File: src/rtl/loader_pkg.sv
// Shared types and default constants for the reg16x8 loader.
// Optional feature macro: LOADER_TIMEOUT_EN (scan-done timeout, uses TIMEOUT_DEF).
package loader_pkg;

    localparam int unsigned DEPTH_DEF   = 16;
    localparam int unsigned WIDTH_DEF   = 8;
    localparam int unsigned ADDR_W_DEF  = 4;
    localparam int unsigned TIMEOUT_DEF = 255;

    typedef enum logic [2:0] {
        IDLE  = 3'd0,
        FILL  = 3'd1,
        FLUSH = 3'd2,
        KICK  = 3'd3,
        WAIT  = 3'd4
    } state_e;

endpackage

File: src/rtl/reg16x8_loader_if.sv
// Stream / register-file / scan-controller bundle for the reg16x8 loader.
// Signals:
//   start, in_valid, in_data, scan_done : driven by the master (stream source side)
//   in_ready, w_en, w_addr, w_data, go  : driven by the slave (loader)
interface reg16x8_loader_if #(
    parameter int unsigned WIDTH  = loader_pkg::WIDTH_DEF,
    parameter int unsigned ADDR_W = loader_pkg::ADDR_W_DEF
);
    logic              start;
    logic              in_valid;
    logic [WIDTH-1:0]  in_data;
    logic              in_ready;
    logic              w_en;
    logic [ADDR_W-1:0] w_addr;
    logic [WIDTH-1:0]  w_data;
    logic              go;
    logic              scan_done;

    modport master (
        output start, in_valid, in_data, scan_done,
        input  in_ready, w_en, w_addr, w_data, go
    );

    modport slave (
        input  start, in_valid, in_data, scan_done,
        output in_ready, w_en, w_addr, w_data, go
    );
endinterface

File: src/rtl/fill_counter.sv
// Saturating up-counter with synchronous clear (clear wins over increment).
// Ports: clk_i, rst_i (async, active-high), clr_i, inc_i, count_o[W-1:0].
module fill_counter #(
    parameter int unsigned W   = 5,
    parameter int unsigned MAX = 16
) (
    input  logic         clk_i,
    input  logic         rst_i,
    input  logic         clr_i,
    input  logic         inc_i,
    output logic [W-1:0] count_o
);
    logic [W-1:0] count_q, count_d;

    // Next count: clear, else increment until MAX
    always_comb begin
        count_d = count_q;
        if (clr_i) begin
            count_d = '0;
        end else if (inc_i && (count_q != W'(MAX))) begin
            count_d = count_q + W'(1);
        end
    end

    always_ff @(posedge clk_i or posedge rst_i) begin
        if (rst_i) begin
            count_q <= '0;
        end else begin
            count_q <= count_d;
        end
    end

    assign count_o = count_q;
endmodule

File: src/rtl/reg16x8_loader.sv
// Loads DEPTH stream bytes into the register file in address order, then kicks
// the scan controller with a one-cycle go and waits for its done.
// Ports:
//   clk_i, rst_i          clock, asynchronous active-high reset
//   bus (slave)           stream in (start/in_valid/in_data/in_ready),
//                         register-file write port (w_en/w_addr/w_data),
//                         scan controller handshake (go/scan_done)
//   busy_o                high outside IDLE
//   loaded_o              sticky frame-loaded-and-scanned flag
//   count_o               bytes accepted in the current frame (0..DEPTH)
//   timeout_o             (LOADER_TIMEOUT_EN only) sticky scan-done timeout flag
// Optional feature macro: LOADER_TIMEOUT_EN adds parameter TIMEOUT and timeout_o.
module reg16x8_loader
    import loader_pkg::*;
#(
    parameter int unsigned DEPTH   = DEPTH_DEF,
    parameter int unsigned WIDTH   = WIDTH_DEF,
    parameter int unsigned ADDR_W  = ADDR_W_DEF
`ifdef LOADER_TIMEOUT_EN
    ,
    parameter int unsigned TIMEOUT = TIMEOUT_DEF
`endif
) (
    input  logic            clk_i,
    input  logic            rst_i,
    reg16x8_loader_if.slave bus,
    output logic            busy_o,
    output logic            loaded_o,
    output logic [ADDR_W:0] count_o
`ifdef LOADER_TIMEOUT_EN
    ,
    output logic            timeout_o
`endif
);
    localparam int unsigned      CNT_W    = ADDR_W + 1;
    localparam logic [CNT_W-1:0] LAST_IDX = CNT_W'(DEPTH - 1);

    state_e            state_q, state_d;
    logic              w_en_q, w_en_d;
    logic [ADDR_W-1:0] w_addr_q, w_addr_d;
    logic [WIDTH-1:0]  w_data_q, w_data_d;
    logic              go_q, go_d;
    logic              busy_q, busy_d;
    logic              loaded_q, loaded_d;
    logic              cnt_clr, cnt_inc;
    logic [CNT_W-1:0]  cnt;
    logic              accept;

    assign accept = (state_q == FILL) && bus.in_valid;

    // Bytes accepted this frame; doubles as the next write address
    fill_counter #(.W(CNT_W), .MAX(DEPTH)) u_fill_cnt (
        .clk_i   (clk_i),
        .rst_i   (rst_i),
        .clr_i   (cnt_clr),
        .inc_i   (cnt_inc),
        .count_o (cnt)
    );

`ifdef LOADER_TIMEOUT_EN
    localparam int unsigned TMO_W = $clog2(TIMEOUT + 1);

    logic             tmo_clr, tmo_inc, tmo_hit;
    logic             timeout_q, timeout_d;
    logic [TMO_W-1:0] tmo_cnt;

    // Cycles spent in WAIT; cleared in KICK so it starts at 0 on WAIT entry
    fill_counter #(.W(TMO_W), .MAX(TIMEOUT)) u_tmo_cnt (
        .clk_i   (clk_i),
        .rst_i   (rst_i),
        .clr_i   (tmo_clr),
        .inc_i   (tmo_inc),
        .count_o (tmo_cnt)
    );

    assign tmo_hit = (tmo_cnt == TMO_W'(TIMEOUT - 1));
`endif

    // Next-state and registered-output logic
    always_comb begin
        state_d  = state_q;
        w_en_d   = 1'b0;
        w_addr_d = w_addr_q;
        w_data_d = w_data_q;
        go_d     = 1'b0;
        loaded_d = loaded_q;
        cnt_clr  = 1'b0;
        cnt_inc  = 1'b0;
`ifdef LOADER_TIMEOUT_EN
        tmo_clr   = 1'b0;
        tmo_inc   = 1'b0;
        timeout_d = timeout_q;
`endif
        case (state_q)
            IDLE: begin
                if (bus.start) begin
                    state_d  = FILL;
                    cnt_clr  = 1'b1;
                    loaded_d = 1'b0;
`ifdef LOADER_TIMEOUT_EN
                    timeout_d = 1'b0;
`endif
                end
            end
            FILL: begin
                if (accept) begin
                    w_en_d   = 1'b1;
                    w_addr_d = cnt[ADDR_W-1:0];
                    w_data_d = bus.in_data;
                    cnt_inc  = 1'b1;
                    if (cnt == LAST_IDX) begin
                        state_d = FLUSH;
                    end
                end
            end
            FLUSH: begin
                // last write lands at the end of this cycle; go follows it
                state_d = KICK;
                go_d    = 1'b1;
            end
            KICK: begin
                state_d = WAIT;
`ifdef LOADER_TIMEOUT_EN
                tmo_clr = 1'b1;
`endif
            end
            WAIT: begin
                if (bus.scan_done) begin
                    loaded_d = 1'b1;
                    state_d  = IDLE;
                end
`ifdef LOADER_TIMEOUT_EN
                else if (tmo_hit) begin
                    timeout_d = 1'b1;
                    state_d   = IDLE;
                end else begin
                    tmo_inc = 1'b1;
                end
`endif
            end
            default: state_d = IDLE;
        endcase
        busy_d = (state_d != IDLE);
    end

    always_ff @(posedge clk_i or posedge rst_i) begin
        if (rst_i) begin
            state_q  <= IDLE;
            w_en_q   <= 1'b0;
            w_addr_q <= '0;
            w_data_q <= '0;
            go_q     <= 1'b0;
            busy_q   <= 1'b0;
            loaded_q <= 1'b0;
`ifdef LOADER_TIMEOUT_EN
            timeout_q <= 1'b0;
`endif
        end else begin
            state_q  <= state_d;
            w_en_q   <= w_en_d;
            w_addr_q <= w_addr_d;
            w_data_q <= w_data_d;
            go_q     <= go_d;
            busy_q   <= busy_d;
            loaded_q <= loaded_d;
`ifdef LOADER_TIMEOUT_EN
            timeout_q <= timeout_d;
`endif
        end
    end

    assign bus.in_ready = (state_q == FILL);
    assign bus.w_en     = w_en_q;
    assign bus.w_addr   = w_addr_q;
    assign bus.w_data   = w_data_q;
    assign bus.go       = go_q;
    assign busy_o       = busy_q;
    assign loaded_o     = loaded_q;
    assign count_o      = cnt;
`ifdef LOADER_TIMEOUT_EN
    assign timeout_o    = timeout_q;
`endif
endmodule

File: src/flat_wrapper.sv
// flat-port wrapper written by rule: the top's interface ports become plain ports
module reg16x8_loader_flat import loader_pkg::*;
#(
    parameter int unsigned DEPTH   = DEPTH_DEF,
    parameter int unsigned WIDTH   = WIDTH_DEF,
    parameter int unsigned ADDR_W  = ADDR_W_DEF

)
  (clk_i, rst_i, busy_o, loaded_o, count_o, bus_start, bus_in_valid, bus_in_data, bus_scan_done, bus_in_ready, bus_w_en, bus_w_addr, bus_w_data, bus_go);
  reg16x8_loader_if #(.WIDTH(WIDTH), .ADDR_W(ADDR_W)) bus_i ();
  input  logic clk_i;
  input  logic rst_i;
  output logic busy_o;
  output logic loaded_o;
  output logic [ADDR_W:0] count_o;
  input wire logic [$bits(bus_i.start)-1:0] bus_start;
  input wire logic [$bits(bus_i.in_valid)-1:0] bus_in_valid;
  input wire logic [$bits(bus_i.in_data)-1:0] bus_in_data;
  input wire logic [$bits(bus_i.scan_done)-1:0] bus_scan_done;
  output wire logic [$bits(bus_i.in_ready)-1:0] bus_in_ready;
  output wire logic [$bits(bus_i.w_en)-1:0] bus_w_en;
  output wire logic [$bits(bus_i.w_addr)-1:0] bus_w_addr;
  output wire logic [$bits(bus_i.w_data)-1:0] bus_w_data;
  output wire logic [$bits(bus_i.go)-1:0] bus_go;
  assign bus_i.start = bus_start;
  assign bus_i.in_valid = bus_in_valid;
  assign bus_i.in_data = bus_in_data;
  assign bus_i.scan_done = bus_scan_done;
  assign bus_in_ready = bus_i.in_ready;
  assign bus_w_en = bus_i.w_en;
  assign bus_w_addr = bus_i.w_addr;
  assign bus_w_data = bus_i.w_data;
  assign bus_go = bus_i.go;
  reg16x8_loader #(.DEPTH(DEPTH), .WIDTH(WIDTH), .ADDR_W(ADDR_W)) u_core (.clk_i(clk_i), .rst_i(rst_i), .bus(bus_i), .busy_o(busy_o), .loaded_o(loaded_o), .count_o(count_o));
endmodule
File: config.mk
export PLATFORM = sky130hd
export DESIGN_NAME = reg16x8_loader_flat
export DESIGN_NICKNAME = d
export VERILOG_FILES = /design/src/rtl/loader_pkg.sv /design/src/rtl/reg16x8_loader_if.sv /design/src/rtl/fill_counter.sv /design/src/rtl/reg16x8_loader.sv /design/src/flat_wrapper.sv
export SDC_FILE = /design/constraint.sdc
export NUM_CORES = 1
export LEC_CHECK = 0
export ABC_AREA = 1
export CORE_MARGIN = 5
export CORE_UTILIZATION = 30
export DETAILED_ROUTE_END_ITERATION = 10
export SYNTH_ARGS = -nofsm -noshare
export SYNTH_HDL_FRONTEND = slang
export SYNTH_SLANG_ARGS = --single-unit
File: constraint.sdc
create_clock -name clk_i -period 1.3 [get_ports clk_i]
set_input_delay 0.13 -clock clk_i [delete_from_list [all_inputs] [get_ports clk_i]]
set_output_delay 0.13 -clock clk_i [all_outputs]
set_load 0.005 [all_outputs]
==> results.json <==
{
  "diodes": 0,
  "gp_congestion": 0.737,
  "rrSetupSlack_ns": -0.01,
  "skew_ns": 0.00591,
  "place_hpwl_mm": 2.06,
  "syn-instance-count": 125,
  "grtUsageMet2_pct": 21.2,
  "cts_tree": "built",
  "dpl.cell_count": 219,
  "cts.sinks": 24,
  "critPathMaxFanout": 2,
  "hold_path.class": "primary input to asynchronous set/reset pin",
  "clock_path_buffers": 2,
  "cp_common_cell": "nand2_1",
  "clkTransAtPathRegs_ns": 0.09,
  "clkLatencyLatePin_ns": 0.26,
  "tightest_slew_ns": 0.317,
  "grt_overflow": 0,
  "grt_pass1_wl_mm": 4.84,
  "cp_slowest_cell": "dfrtp_1",
  "grt_use_met1_pct": 14.6,
  "wl_mm": 2.88,
  "status": "complete, but fails checks",
  "cp.required_ns": 1.45,
  "first_pass_iters": 4,
  "crit_arrival_ns": 1.47,
  "port_buffers": 34,
  "finalNetCount": 204,
  "fmax_mhz": 761,
  "yosysSeqAreaShare_pct": 54.4,
  "ys_ff_latch": 24,
  "vias": 1042,
  "setup.worst_path.class": "register to register",
  "syn_to_final_growth_pct": 64.6,
  "drive_gt1_share_pct": 29.4,
  "drv_cap": 0,
  "syn_area_um2": 1100,
  "p_per_area_nw_per_um2": 1840,
  "reg2reg_to": "u_core.busy_o",
  "slew_headroom_pct": 78.9,
  "power.total_mw": 3.34,
  "initial_core_util_pct": 30.6,
  "avgSynthCellArea_um2": 8.83,
  "cts_buffers": 3,
  "layout_setup_ws_ns": -0.0136,
  "dr.first_iter.drc_count": 57,
  "placementRows": 22,
  "die_y_um": 70.7,
  "die_w_um": 70.7,
  "antenna_found_initial": 0,
  "met3_usage_pct": 2.41,
  "grt_pass1_vias": 1087,
  "grt_use_total_pct": 11.8,
  "critPathMaxStageDelay_ns": 0.40,
  "power.leakage_nw": 1.00,
  "violations": "setup timing",
  "drtAntennaViolNets": 0,
  "period_share_pct": 101,
  "h-tree-depth": 1,
  "instances_no_fill": 235,
  "ir_drop_mv": 0.881,
  "path_buf_inv": 1,
  "path_cells": "ha_2 -> inv_2 -> nor3_4 -> ha_4 -> nand4_1 -> nand2_1 -> nor2_1 -> nand2_1",
  "synth_nets": 141,
  "vias_per_cell": 4.43,
  "r2r_start": "u_core.u_fill_cnt.count_o[0]",
  "reg2regPathDepth": 8,
  "fp.coreArea_um2": 3610,
  "rsz0062_at_grt": "true",
  "grt_max_degree": 25,
  "wl_per_cell_um": 12.3,
  "cp_top_family": "flip-flops",
  "boundaryPins": 35,
  "yosys_warnings": 0,
  "report.final.slew_viol_count": 0,
  "route.detailed.drc": 0,
  "die_area_um2": 4990,
  "cts_root_buffer": "clkbuf_8",
  "hold_viol": 0,
  "min_period_ns": 1.31,
  "busiest_layer": "met2",
  "setup_viol": 1,
  "start_kind": "register",
  "ys_types": 21,
  "cp-end-kind": "register"
}
## per-layer routing
metal	vias up	wire, µm
li1	516	-
met1	499	1230
met2	25	1510
met3	2	126
met4	0	14
met5	-	0
## synthesized netlist by cell type
cell type | instances | area [µm²]
buf_6 | 1 | 11.3
dfrtp_1 | 24 | 601
nand4_1 | 4 | 25.0
nand2_1 | 48 | 180
inv_1 | 14 | 52.6
nand3_4 | 1 | 17.5
inv_2 | 1 | 3.75
a21oi_1 | 1 | 5.00
nor2_1 | 5 | 18.8
nor3_1 | 1 | 5.00
nand3_1 | 9 | 45.0
ha_1 | 3 | 37.5
o21ai_2 | 2 | 17.5
o21ai_1 | 1 | 5.00
o21a_1 | 1 | 7.51
clkinv_2 | 1 | 5.00
nand3_2 | 2 | 20.0
nor2_4 | 2 | 22.5
buf_4 | 1 | 7.51
o21ai_0 | 2 | 10.0
nor2_2 | 1 | 6.26
## where the power goes
part,internal [mW],leakage [nW],total [mW],switching [mW]
clock,0.411,0.0357,0.649,0.238
combinational,0.871,0.664,1.59,0.722
sequential,0.966,0.301,1.10,0.132
## sequential cells by signal (all words and copies together), names as in the netlist
register	cells
u_core.state_q	3
u_core.bus.w_en	1
u_core.bus.go	1
u_core.loaded_o	1
u_core.bus.w_data	8
u_core.bus.w_addr	4
u_core.u_fill_cnt.count_o	5
u_core.busy_o	1
## what timing repair did
action	4_1_cts	5_1_grt
pin swaps	1	13
hold endpoints to repair	0	0
gates resized for setup	15	18
endpoints found under the setup margin	9	25
buffers inserted	5	7
hold buffers	0	0
## worst min-delay path: stages
cell and delay [ns]:
clkdlybuf4s50_1 0.41, inv_1 0.05, buf_4 0.30
## cell families after synthesis
logic type | Yosys count | synth area share [%]
AND/OR/NAND/NOR | 73 | 30.8
flip-flops | 24 | 54.4
buffers and inverters | 18 | 7.26
AO/OA/AOI/OAI | 7 | 4.08
adder cells (fa/ha/maj) | 3 | 3.40
## worst max path at each step
stage | end | depth (start not counted) | from
after global placement | u_core.busy_o | 7 | u_core.u_fill_cnt.count_o[0]
after global routing | u_core.busy_o | 8 | u_core.u_fill_cnt.count_o[0]
final | u_core.busy_o | 8 | u_core.u_fill_cnt.count_o[0]
after CTS | u_core.busy_o | 7 | u_core.u_fill_cnt.count_o[0]
after floorplan | u_core.busy_o | 8 | u_core.u_fill_cnt.count_o[0]
after detailed placement | u_core.busy_o | 7 | u_core.u_fill_cnt.count_o[0]
## stage by stage
stage | utilization (%) | worst slack, ns | setup TNS [ns] | instance area (µm²) | hold slack (ns)
CTS | 47.7 | -0.0326 | -0.0326 | 1720 | 0.219
floorplan | - | 0.00599 | 0 | 1100 | 0.145
global placement | 44.1 | -0.0389 | -0.0539 | 1590 | 0.469
global route | 50.4 | -0.121 | -0.400 | 1820 | 0.238
finish | 50.4 | -0.0136 | -0.0136 | 1820 | 0.217
detailed placement | 44.1 | -0.0688 | -0.170 | 1590 | 0.468
## layout make-up
| cell class | instances | area [µm²] |
|---|---|---|
| fillers | 340 | 1790 |
| clock buffers | 3 | 41.3 |
| flip-flops and latches | 24 | 601 |
| well taps | 48 | 60.1 |
| clock inverters | 1 | 30.0 |
| inverters | 16 | 61.3 |
| repair buffers | 60 | 543 |
| multi-input cells | 83 | 480 |
## placed cells by master (no fill, tap or decap), types with 2 or more instances in the layout
cell,count
dfrtp_1,24
nor2_4,2
inv_1,11
ha_4,2
nor2_2,3
nand2_2,2
nand2_1,46
nand4_1,4
o21ai_0,2
inv_2,4
o21ai_2,2
nor2_1,3
clkbuf_8,3
clkbuf_2,2
dlymetal6s2s_1,7
dlygate4sd2_1,3
nand3_2,3
buf_4,25
clkdlybuf4s50_1,22
nand3_1,8
(Power assumes the default switching activity.)
